File: config.mk
export PLATFORM = sky130hd
export DESIGN_NAME = multi_button_led_ctrl
export DESIGN_NICKNAME = d
export VERILOG_FILES = /design/src/rtl/multi_button_led_ctrl.sv
export SDC_FILE = /design/constraint.sdc
export NUM_CORES = 1
export LEC_CHECK = 0
export ABC_AREA = 1
export BUFFER_PORTS_ARGS = -buffer_cell sky130_fd_sc_hd__buf_2
export CORE_UTILIZATION = 55
export DETAILED_ROUTE_END_ITERATION = 7
export MAX_ROUTING_LAYER = met4
export PLACE_DENSITY = 0.73
export SLEW_MARGIN = 20
export SYNTH_ARGS = -nofsm -noshare
export SYNTH_HDL_FRONTEND = slang
export SYNTH_SLANG_ARGS = --single-unit
File: constraint.sdc
create_clock -name sysclk -period 1.81 [get_ports sysclk]
set_input_delay 0.362 -clock sysclk [delete_from_list [all_inputs] [get_ports sysclk]]
set_output_delay 0.362 -clock sysclk [all_outputs]
set_load 0.005 [all_outputs]
File: src/rtl/multi_button_led_ctrl.sv
// Purpose  : N-channel push-button front end: synchroniser, counter debouncer,
//            press/release event pulses and per-channel toggle/momentary LED drive.
// Latency  : clean button edge -> pressed_o after SYNC_STAGES+DEBOUNCE_CYCLES cycles;
//            press_o/release_o/led_o update one cycle after pressed_o.
// Backpressure: none; free-running pin-level front end, events are 1-cycle pulses.
//
// Optional feature macro: LONG_PRESS_EN
//   defined   -> per-channel hold counter and long_press_o port are built.
//   undefined -> no hold counters, no long_press_o port, LONG_CYCLES unused.
//
// Ports:
//   sysclk        system clock, all logic on rising edge
//   rst           synchronous active-high reset
//   btn_i         raw asynchronous button pins (polarity set by ACTIVE_LOW)
//   mode_i        per channel: 0 = toggle LED on press, 1 = LED follows pressed state
//   led_o         LED drive, 1 = on
//   press_o       1-cycle pulse per accepted press
//   release_o     1-cycle pulse per accepted release
//   pressed_o     debounced level, 1 = pressed
//   long_press_o  1-cycle pulse once per hold of LONG_CYCLES (LONG_PRESS_EN only)

module multi_button_led_ctrl #(
  parameter int unsigned N_CH            = 4,
  parameter int unsigned SYNC_STAGES     = 2,
  parameter int unsigned DEBOUNCE_CYCLES = 50000,
  parameter bit          ACTIVE_LOW      = 1'b1,
  parameter int unsigned LONG_CYCLES     = 2000000
) (
  input  logic            sysclk,
  input  logic            rst,
  input  logic [N_CH-1:0] btn_i,
  input  logic [N_CH-1:0] mode_i,
  output logic [N_CH-1:0] led_o,
  output logic [N_CH-1:0] press_o,
  output logic [N_CH-1:0] release_o,
  output logic [N_CH-1:0] pressed_o
`ifdef LONG_PRESS_EN
  ,
  output logic [N_CH-1:0] long_press_o
`endif
);

  // Debounce counter only ever counts up to DEBOUNCE_CYCLES-1 before it is
  // cleared, so this width leaves no reachable wrap.
  localparam int unsigned CNT_W = (DEBOUNCE_CYCLES > 1) ? $clog2(DEBOUNCE_CYCLES + 1) : 1;
  localparam logic [CNT_W-1:0] CNT_LAST = CNT_W'(DEBOUNCE_CYCLES - 1);

  // Elaboration-time sanity check on the configuration.
  localparam bit PARAMS_OK = (N_CH >= 1) && (SYNC_STAGES >= 2) &&
                             (DEBOUNCE_CYCLES >= 1) && (LONG_CYCLES >= 1);
  if (!PARAMS_OK) begin : g_param_check
    $fatal(1, "multi_button_led_ctrl: illegal parameter set");
  end

  // Normalise pin polarity so everything downstream sees pressed = 1.
  // The sync chain resets to 0, i.e. the released level.
  logic [N_CH-1:0] btn_norm;
  assign btn_norm = ACTIVE_LOW ? ~btn_i : btn_i;

  for (genvar ch = 0; ch < N_CH; ch++) begin : g_ch

    logic [SYNC_STAGES-1:0] sync_q;
    logic [CNT_W-1:0]       cnt_q;
    logic                   pressed_q;
    logic                   pressed_d_q;  // pressed_q one cycle late, for edge detect
    logic                   press_q;
    logic                   release_q;
    logic                   led_q;
    logic                   sync_s;
    logic                   rise;
    logic                   fall;

    assign sync_s = sync_q[SYNC_STAGES-1];
    assign rise   = pressed_q & ~pressed_d_q;
    assign fall   = ~pressed_q & pressed_d_q;

    // Synchroniser chain: bit 0 samples the pin, top bit feeds the debouncer.
    always_ff @(posedge sysclk) begin
      if (rst) begin
        sync_q <= '0;
      end else begin
        sync_q <= {sync_q[SYNC_STAGES-2:0], btn_norm[ch]};
      end
    end

    // Debouncer: the synchronised input must disagree with the accepted
    // level for DEBOUNCE_CYCLES consecutive cycles before it is taken.
    // Any cycle of agreement (a bounce back) restarts the count.
    always_ff @(posedge sysclk) begin
      if (rst) begin
        cnt_q     <= '0;
        pressed_q <= 1'b0;
      end else if (sync_s == pressed_q) begin
        cnt_q <= '0;
      end else if (cnt_q == CNT_LAST) begin
        cnt_q     <= '0;
        pressed_q <= sync_s;
      end else begin
        cnt_q <= cnt_q + CNT_W'(1);
      end
    end

    // Registered event pulses, one cycle after the debounced level moves.
    always_ff @(posedge sysclk) begin
      if (rst) begin
        pressed_d_q <= 1'b0;
        press_q     <= 1'b0;
        release_q   <= 1'b0;
      end else begin
        pressed_d_q <= pressed_q;
        press_q     <= rise;
        release_q   <= fall;
      end
    end

    // LED drive, aligned with the event pulses. Toggle mode only reacts to
    // a press, so switching from momentary to toggle simply freezes the LED;
    // switching to momentary picks up the debounced level on the next edge.
    always_ff @(posedge sysclk) begin
      if (rst) begin
        led_q <= 1'b0;
      end else if (mode_i[ch]) begin
        led_q <= pressed_q;
      end else if (rise) begin
        led_q <= ~led_q;
      end
    end

    assign led_o[ch]     = led_q;
    assign press_o[ch]   = press_q;
    assign release_o[ch] = release_q;
    assign pressed_o[ch] = pressed_q;

`ifdef LONG_PRESS_EN
    localparam int unsigned HOLD_W = $clog2(LONG_CYCLES + 1);
    localparam logic [HOLD_W-1:0] HOLD_MAX = HOLD_W'(LONG_CYCLES);

    logic [HOLD_W-1:0] hold_q;
    logic              long_done_q;  // pulse already issued for this hold
    logic              long_q;

    // Hold counter saturates at LONG_CYCLES; the pulse fires on the first
    // cycle the saturated value is seen, and release re-arms it. The LED is
    // untouched here, so a long press never causes a second toggle.
    always_ff @(posedge sysclk) begin
      if (rst) begin
        hold_q      <= '0;
        long_done_q <= 1'b0;
        long_q      <= 1'b0;
      end else if (!pressed_q) begin
        hold_q      <= '0;
        long_done_q <= 1'b0;
        long_q      <= 1'b0;
      end else begin
        if (hold_q != HOLD_MAX) begin
          hold_q <= hold_q + HOLD_W'(1);
        end
        long_q <= (hold_q == HOLD_MAX) && !long_done_q;
        if (hold_q == HOLD_MAX) begin
          long_done_q <= 1'b1;
        end
      end
    end

    assign long_press_o[ch] = long_q;
`endif

  end : g_ch

endmodule

==> results of run 1 <==
sequential cells by signal (all words and copies together), names as in the netlist:
name              cells
g_ch.pressed_q        4
g_ch.led_q            4
g_ch.sync_q           8
g_ch.pressed_d_q      4
g_ch.cnt_q           64
g_ch.press_q          4
g_ch.release_q        4
critical path, delay by kind of cell (launching register included):
| family | cells | cell delay (ns) |
|---|---|---|
| flops | 1 | 0.39 |
| simple gates | 5 | 0.76 |
| fa+ha+maj | 1 | 0.23 |
layout make-up:
class                           instances  area (µm²)  area share, %
Multi-Input combinational cell        403        1970           43.4
Sequential cell                        92        1840           40.6
Inverter                               69         259           5.71
Clock buffer                           12         145           3.20
Timing Repair Buffer                   27         140           3.09
Tap cell                               99         124           2.73
Clock inverter                          4        56.3           1.24
logic make-up after synthesis:
| group | count (synthesis) |
|---|---|
| compound gates | 46 |
| xor+xnor | 28 |
| fa+ha+maj | 4 |
| buf+inv | 92 |
| flops | 92 |
| simple gates | 325 |
cell usage in the layout (no fill, tap or decap):
cell / instances
nor2_1: 121
nand2_1: 116
dfxtp_1: 92
inv_1: 68
nand3_1: 35
a21oi_1: 34
buf_2: 25
xor2_1: 18
nand4_1: 16
nor2_2: 12
xnor2_1: 10
clkbuf_8: 10
nand3_2: 7
o21ai_0: 6
nor3_1: 5
or2_2: 4
a21oi_2: 4
ha_1: 4
nand2_2: 3
and2_1: 3
o21ai_1: 2
clkinv_4: 2
clkbuf_1: 2
buf_4: 2
inv_2: 1
nand2_4: 1
nor3_2: 1
nand3b_1: 1
inv_6: 1
bufinv_16: 1
metal layers:
layer  track usage (%)  vias to the layer above  share of wire, %
li1                  -                     1854                 -
met1              26.3                     1565                49
met2              33.7                       44                47
met3              4.23                        8               2.4
met4              7.53                        0               1.3
met5                 -                        -                 0
final timing paths:
check | startpoint | endpoint | slack (ns)
max | g_ch[0].cnt_q[0]$_SDFF_PP0_ | g_ch[0].cnt_q[7]$_SDFF_PP0_ | 0.30
min | btn_i[0] | g_ch[0].sync_q[0]$_SDFF_PP0_ | 0.15
max reg2reg | g_ch[0].cnt_q[0]$_SDFF_PP0_ | g_ch[0].cnt_q[7]$_SDFF_PP0_ | 0.30
min reg2reg | g_ch[1].sync_q[0]$_SDFF_PP0_ | g_ch[1].sync_q[1]$_SDFF_PP0_ | 0.40
power by group through the flow:
stage,Combinational (mW),Sequential (mW),Clock [mW]
3_5_place_dp,0.0643,2.09,0
2_1_floorplan,0.0471,2.08,0
3_3_place_gp,0.0623,2.08,0
6_report,0.0636,2.04,1.39
5_1_grt,0.0739,2.04,1.50
4_1_cts,0.0647,2.04,1.41
==> flow_summary_export.csv, run 1 <==
group,metric,value,unit
logic_synthesis,synth-edff-count,0,
floorplan,initial_core_util,57.7,%
floorplan,die_width,89.9,µm
logic_synthesis,synthArstFlopShare,0,%
setup_path,worstSetupPathType,"flip-flop to flip-flop",
clock_network,cts_setup_buffers,0,
logic_synthesis,yosysSeqAreaShare,43.3,%
logic_synthesis,yosysTopAreaCellShare,43.3,%
logic_synthesis,ys_ff_latch,92,
timing,relSlewSlack,74.5,%
power,power_leakage,1.57,nW
timing,worst_pin_slew,0.382,ns
logic_synthesis,ys_warn_count,0,
floorplan,die_y,89.9,µm
clock_network,cts_hold_buf,0,
timing,setup_ws,0.300,ns
logic_synthesis,synthFlopType,"dfxtp_1",
clock_network,cts_num_sinks,92,
power,clock_power_share,39.8,%
drt,drt-pass1-iter-count,4,
global_routing,grt_overflow,0,
timing,rsz0062_at_grt,"no",
timing,post-route-period-util,83.4,%
timing,setup_violations,0,
power,peakVddDrop,403,µV
power,p_int,2.74,mW
setup_path,cp.required,2.04,ns
clock_network,cts_buffer_depth,2,
clock_network,ctsResizeCount,0,
drt,first_iter_violations,110,
logic_synthesis,synth.area.top_cells,"dfxtp_1, nor2_1, nand2_1",
power,power_density,769,nW/µm²
final_layout,nets,616,
logic_synthesis,syn_nets,601,
global_routing,grt_antenna_before_repair,0,
floorplan,rows,31,
global_routing,grt_usage,20.9,%
place,post-place-ws,0.297,ns
final_layout,postLayoutCellArea,4530,µm²
final_layout,fin_util,61.5,%
floorplan,io_pins,26,
hold_path,hold_depth,2,
place,dp_cells,690,
logic_synthesis,synth_top_family_by_area,"simple AND/OR/NAND/NOR gates",
setup_path,startpoint_type,"flip-flop",
power,report.power.total,3.49,mW
clock_network,clock_latency,0.35,ns
clock_network,cts.clk_slew.worst_paths,0.09,ns
clock_network,cts_root_buffer,"clkbuf_8",
logic_synthesis,synth_compound_area_share,5.77,%
drt,ant_nets,0,
floorplan,coreArea,7370,µm²
final_layout,n_fill_cell,671,
flow_run,maxCapViolCount,0,
global_routing,grt_max_degree,21,
timing,post-route-min-period,1.51,ns
logic_synthesis,yosys.area.top_type,"dfxtp_1",
timing,tns,0,ns
logic_synthesis,synthCells,587,
final_layout,final_cells,706,
timing,fmax,662,MHz
logic_synthesis,yosysMostFrequentCell,"nor2_1",
logic_synthesis,avgSynthCellArea,7.24,µm²
place,place_area,4330,µm²
logic_synthesis,netlist_area,4250,µm²
global_routing,grt_pass1_vias,3204,
setup_path,cpMaxStageDelayCell,"dfxtp_1",
logic_synthesis,synthMuxAreaShare,0,%
setup_path,crit_fanout,16,
power,switching_share,21.4,%
final_layout,n_antenna_cell,0,
drt,drc,0,
setup_path,cp.arrival,1.74,ns
logic_synthesis,yosys.area_share.simple,33.5,%
clock_network,cts_buffers,9,
outcome,status,"completed",
timing,hold_violations,0,
power,seqPwrFrac,58.4,%
setup_path,r2r_cells,6,
power,pwr-share-comb,1.8,%
floorplan,die_area,8090,µm²
clock_network,tritoncts,"built",
timing,holdWs,0.146,ns
setup_path,crit_path_max_incr_delay,0.39,ns
timing,clock_skew,0.0112,ns
drt,wl_per_cell,10.8,µm
setup_path,end_kind,"flip-flop",
place,place.gp.congestion,0.923,
timing,slew_violations,0,
setup_path,path_cells,"ha_1 -> nand3_2 -> nor2_2 -> nand3_2 -> nand2_2 -> nor2_1",
power,p_switching,746,µW
final_layout,area_delta_synth_final,6.62,%
clock_network,htree_levels,3,
place,io_buffers,25,
global_routing,grt_pass1_wl,13700,µm
logic_synthesis,synth.distinct_cells,27,
drt,drt-total-wl,7590,µm
hold_path,hold_path_class,"input port to flip-flop",
logic_synthesis,synthAdderAreaFrac,1.18,%
logic_synthesis,synth_common_cells,"nor2_1, nand2_1, dfxtp_1, inv_1, nand3_1",
place,dp_hpwl,5530,µm
drt,num_vias,3471,
logic_synthesis,synthXorXnorAreaFrac,5.77,%
final_layout,drive_above_1_share,12.2,%
drt,vias_per_cell,4.92,
setup_path,cp_common_cell,"nand3_2",
Note: power is estimated with default switching activity, not from simulation.
==> run 2, diff against run 1 <==
Clock period 1.81 ns to 1.4 ns, I/O delays scaled along.
==> flow_summary_export.csv, run 2 (same netlist as run 1, synthesis figures left out) <==
group,metric,value,unit
place,place.gp.congestion,0.892,
final_layout,final_cell_mix,"nor2_1, nand2_1, dfxtp_1",
final_layout,final_cells,716,
global_routing,grt_pass1_wl,14100,µm
place,place_area,4420,µm²
setup_path,crit_fanout,8,
setup_path,r2r-end,"g_ch[2].cnt_q[15]$_SDFF_PP0_",
power,peakVddDrop,632,µV
clock_network,cts_buffer_depth,2,
final_layout,reg_top3,"g_ch.cnt_q (64), g_ch.sync_q (8)",
setup_path,cp.arrival,1.59,ns
place,dp_hpwl,5840,µm
clock_network,tritoncts,"built",
setup_path,r2r_cells,6,
timing,fmax,742,MHz
final_layout,n_antenna_cell,0,
setup_path,path_cells,"ha_2 -> nand3_4 -> nor2_4 -> nand3_4 -> nand2_8 -> a21oi_1",
hold_path,hold_path_class,"input port to flip-flop",
power,power_leakage,1.67,nW
timing,worst_pin_slew,0.303,ns
outcome,status,"completed",
drt,first_iter_violations,103,
place,io_buffers,25,
setup_path,crit_cells,6,
timing,post-route-min-period,1.35,ns
drt,wl_per_cell,11.6,µm
setup_path,path_delay_family,"simple AND/OR/NAND/NOR gates",
drt,wl_met1,3910,µm
final_layout,largest_reg_flops,64,
clock_network,htree_levels,3,
hold_path,hold_depth,2,
drt,drt-pass1-iter-count,4,
final_layout,layout_commonest_cell,"nor2_1",
floorplan,io_pins,26,
setup_path,cp.required,1.64,ns
clock_network,cts.clk_slew.worst_paths,0.09,ns
flow_run,maxCapViolCount,0,
drt,ant_nets,0,
timing,hold_violations,0,
timing,relSlewSlack,79.7,%
setup_path,worstSetupPathType,"flip-flop to flip-flop",
hold_path,hold_start,"btn_i[0]",
timing,post-route-period-util,96.2,%
drt,routed-wl-met2,4080,µm
setup_path,end_kind,"flip-flop",
setup_path,rr_startpoint,"g_ch[2].cnt_q[1]$_SDFF_PP0_",
floorplan,rows,31,
timing,slew_violations,0,
floorplan,coreArea,7370,µm²
power,power_density,1090,nW/µm²
global_routing,grt_pass1_vias,3347,
final_layout,top_register,"g_ch.cnt_q",
drt,drt-total-wl,8320,µm
floorplan,die_area,8090,µm²
setup_path,r2r_slack,0.05,ns
drt,drc,0,
setup_path,crit_path_max_incr_delay,0.37,ns
timing,tns,0,ns
setup_path,cpMaxStageDelayCell,"dfxtp_1",
global_routing,grt_antenna_before_repair,0,
clock_network,clock_latency,0.36,ns
final_layout,postLayoutCellArea,4840,µm²
setup_path,cp_common_cell,"nand3_4",
place,dp_cells,698,
timing,clock_skew,0.0114,ns
timing,rsz0062_at_grt,"yes",
floorplan,initial_core_util,57.7,%
clock_network,cts_buffers,9,
clock_network,cts_root_buffer,"clkbuf_8",
final_layout,drive_above_1_share,15.6,%
final_layout,fin_util,65.7,%
global_routing,grt_overflow,0,
timing,setup_violations,0,
setup_path,startpoint,"g_ch[2].cnt_q[1]$_SDFF_PP0_",
final_layout,area_delta_synth_final,13.8,%
setup_path,cp.buffers_inverters,0,
setup_path,startpoint_type,"flip-flop",
power,report.power.total,5.27,mW
clock_network,cts_setup_buffers,0,
drt,top_layer_used,"met4",
drt,vias_per_cell,4.95,
global_routing,grt_max_degree,21,
setup_path,critPathCapture,"g_ch[2].cnt_q[15]$_SDFF_PP0_",
floorplan,die_width,89.9,µm
floorplan,die_y,89.9,µm
clock_network,cts_num_sinks,92,
final_layout,n_fill_cell,622,
drt,num_vias,3542,
final_layout,nets,626,
drt,route.met3.wl,241,µm
global_routing,grt_usage,21.5,%
[run 2: cell count changes in the layout (fill, tap and decap cells not counted), moves of 3 or more]
cell	change
bufinv_16	+4
nor2_1	-5
ha_2	+3
nor2_4	+4
nand3_4	+4
buf_4	+6
ha_1	-3
nand3_2	-4
[run 2: layout make-up]
type,count,area [µm²],share of cell area [%]
clock buffer,9,124,2.56
clock inverter,7,170,3.52
inverter,69,259,5.35
multi-input combinational,405,2100,43.3
sequential,92,1840,38.1
tap,99,124,2.56
timing repair buffer,35,225,4.65
[run 2: repair_timing]
item / 4_1_cts / 5_1_grt
hold buffers: 0 / 0
resized for setup: 1 / 22
cloned: 0 / 2
pin swaps: 0 / 2
setup endpoints to repair: 8 / 51
[run 2: how the worst min path moves through the flow]
stage                                        end  slack, ns
floorplan           g_ch[3].sync_q[0]$_SDFF_PP0_       0.35
global placement    g_ch[0].sync_q[1]$_SDFF_PP0_       0.39
detailed placement  g_ch[2].sync_q[1]$_SDFF_PP0_       0.39
CTS                 g_ch[2].sync_q[0]$_SDFF_PP0_       0.05
global route        g_ch[2].sync_q[0]$_SDFF_PP0_       0.05
finish              g_ch[0].sync_q[0]$_SDFF_PP0_       0.06
[run 2: routing by layer]
layer / vias up / GRT usage [%]
li1: 1878 / -
met5: - / -
met3: 7 / 3.21
met1: 1606 / 25.9
met4: 0 / 7.66
met2: 51 / 36.9
[run 2: stage by stage]
step	setup WS (ns)	hold WS, ns
6_report	0.0529	0.0621
5_1_grt	-0.0519	0.0519
4_1_cts	0.0248	0.0532
3_5_place_dp	0.00513	0.394
3_3_place_gp	0.0510	0.388
2_1_floorplan	0.0892	0.347
[run 2: power breakdown]
part / internal (mW) / switching [mW] / total, mW
clock: 1.57 / 0.968 / 2.53
sequential: 2.63 / 0.00457 / 2.63
combinational: 0.0375 / 0.0647 / 0.102
total: 4.23 / 1.04 / 5.27
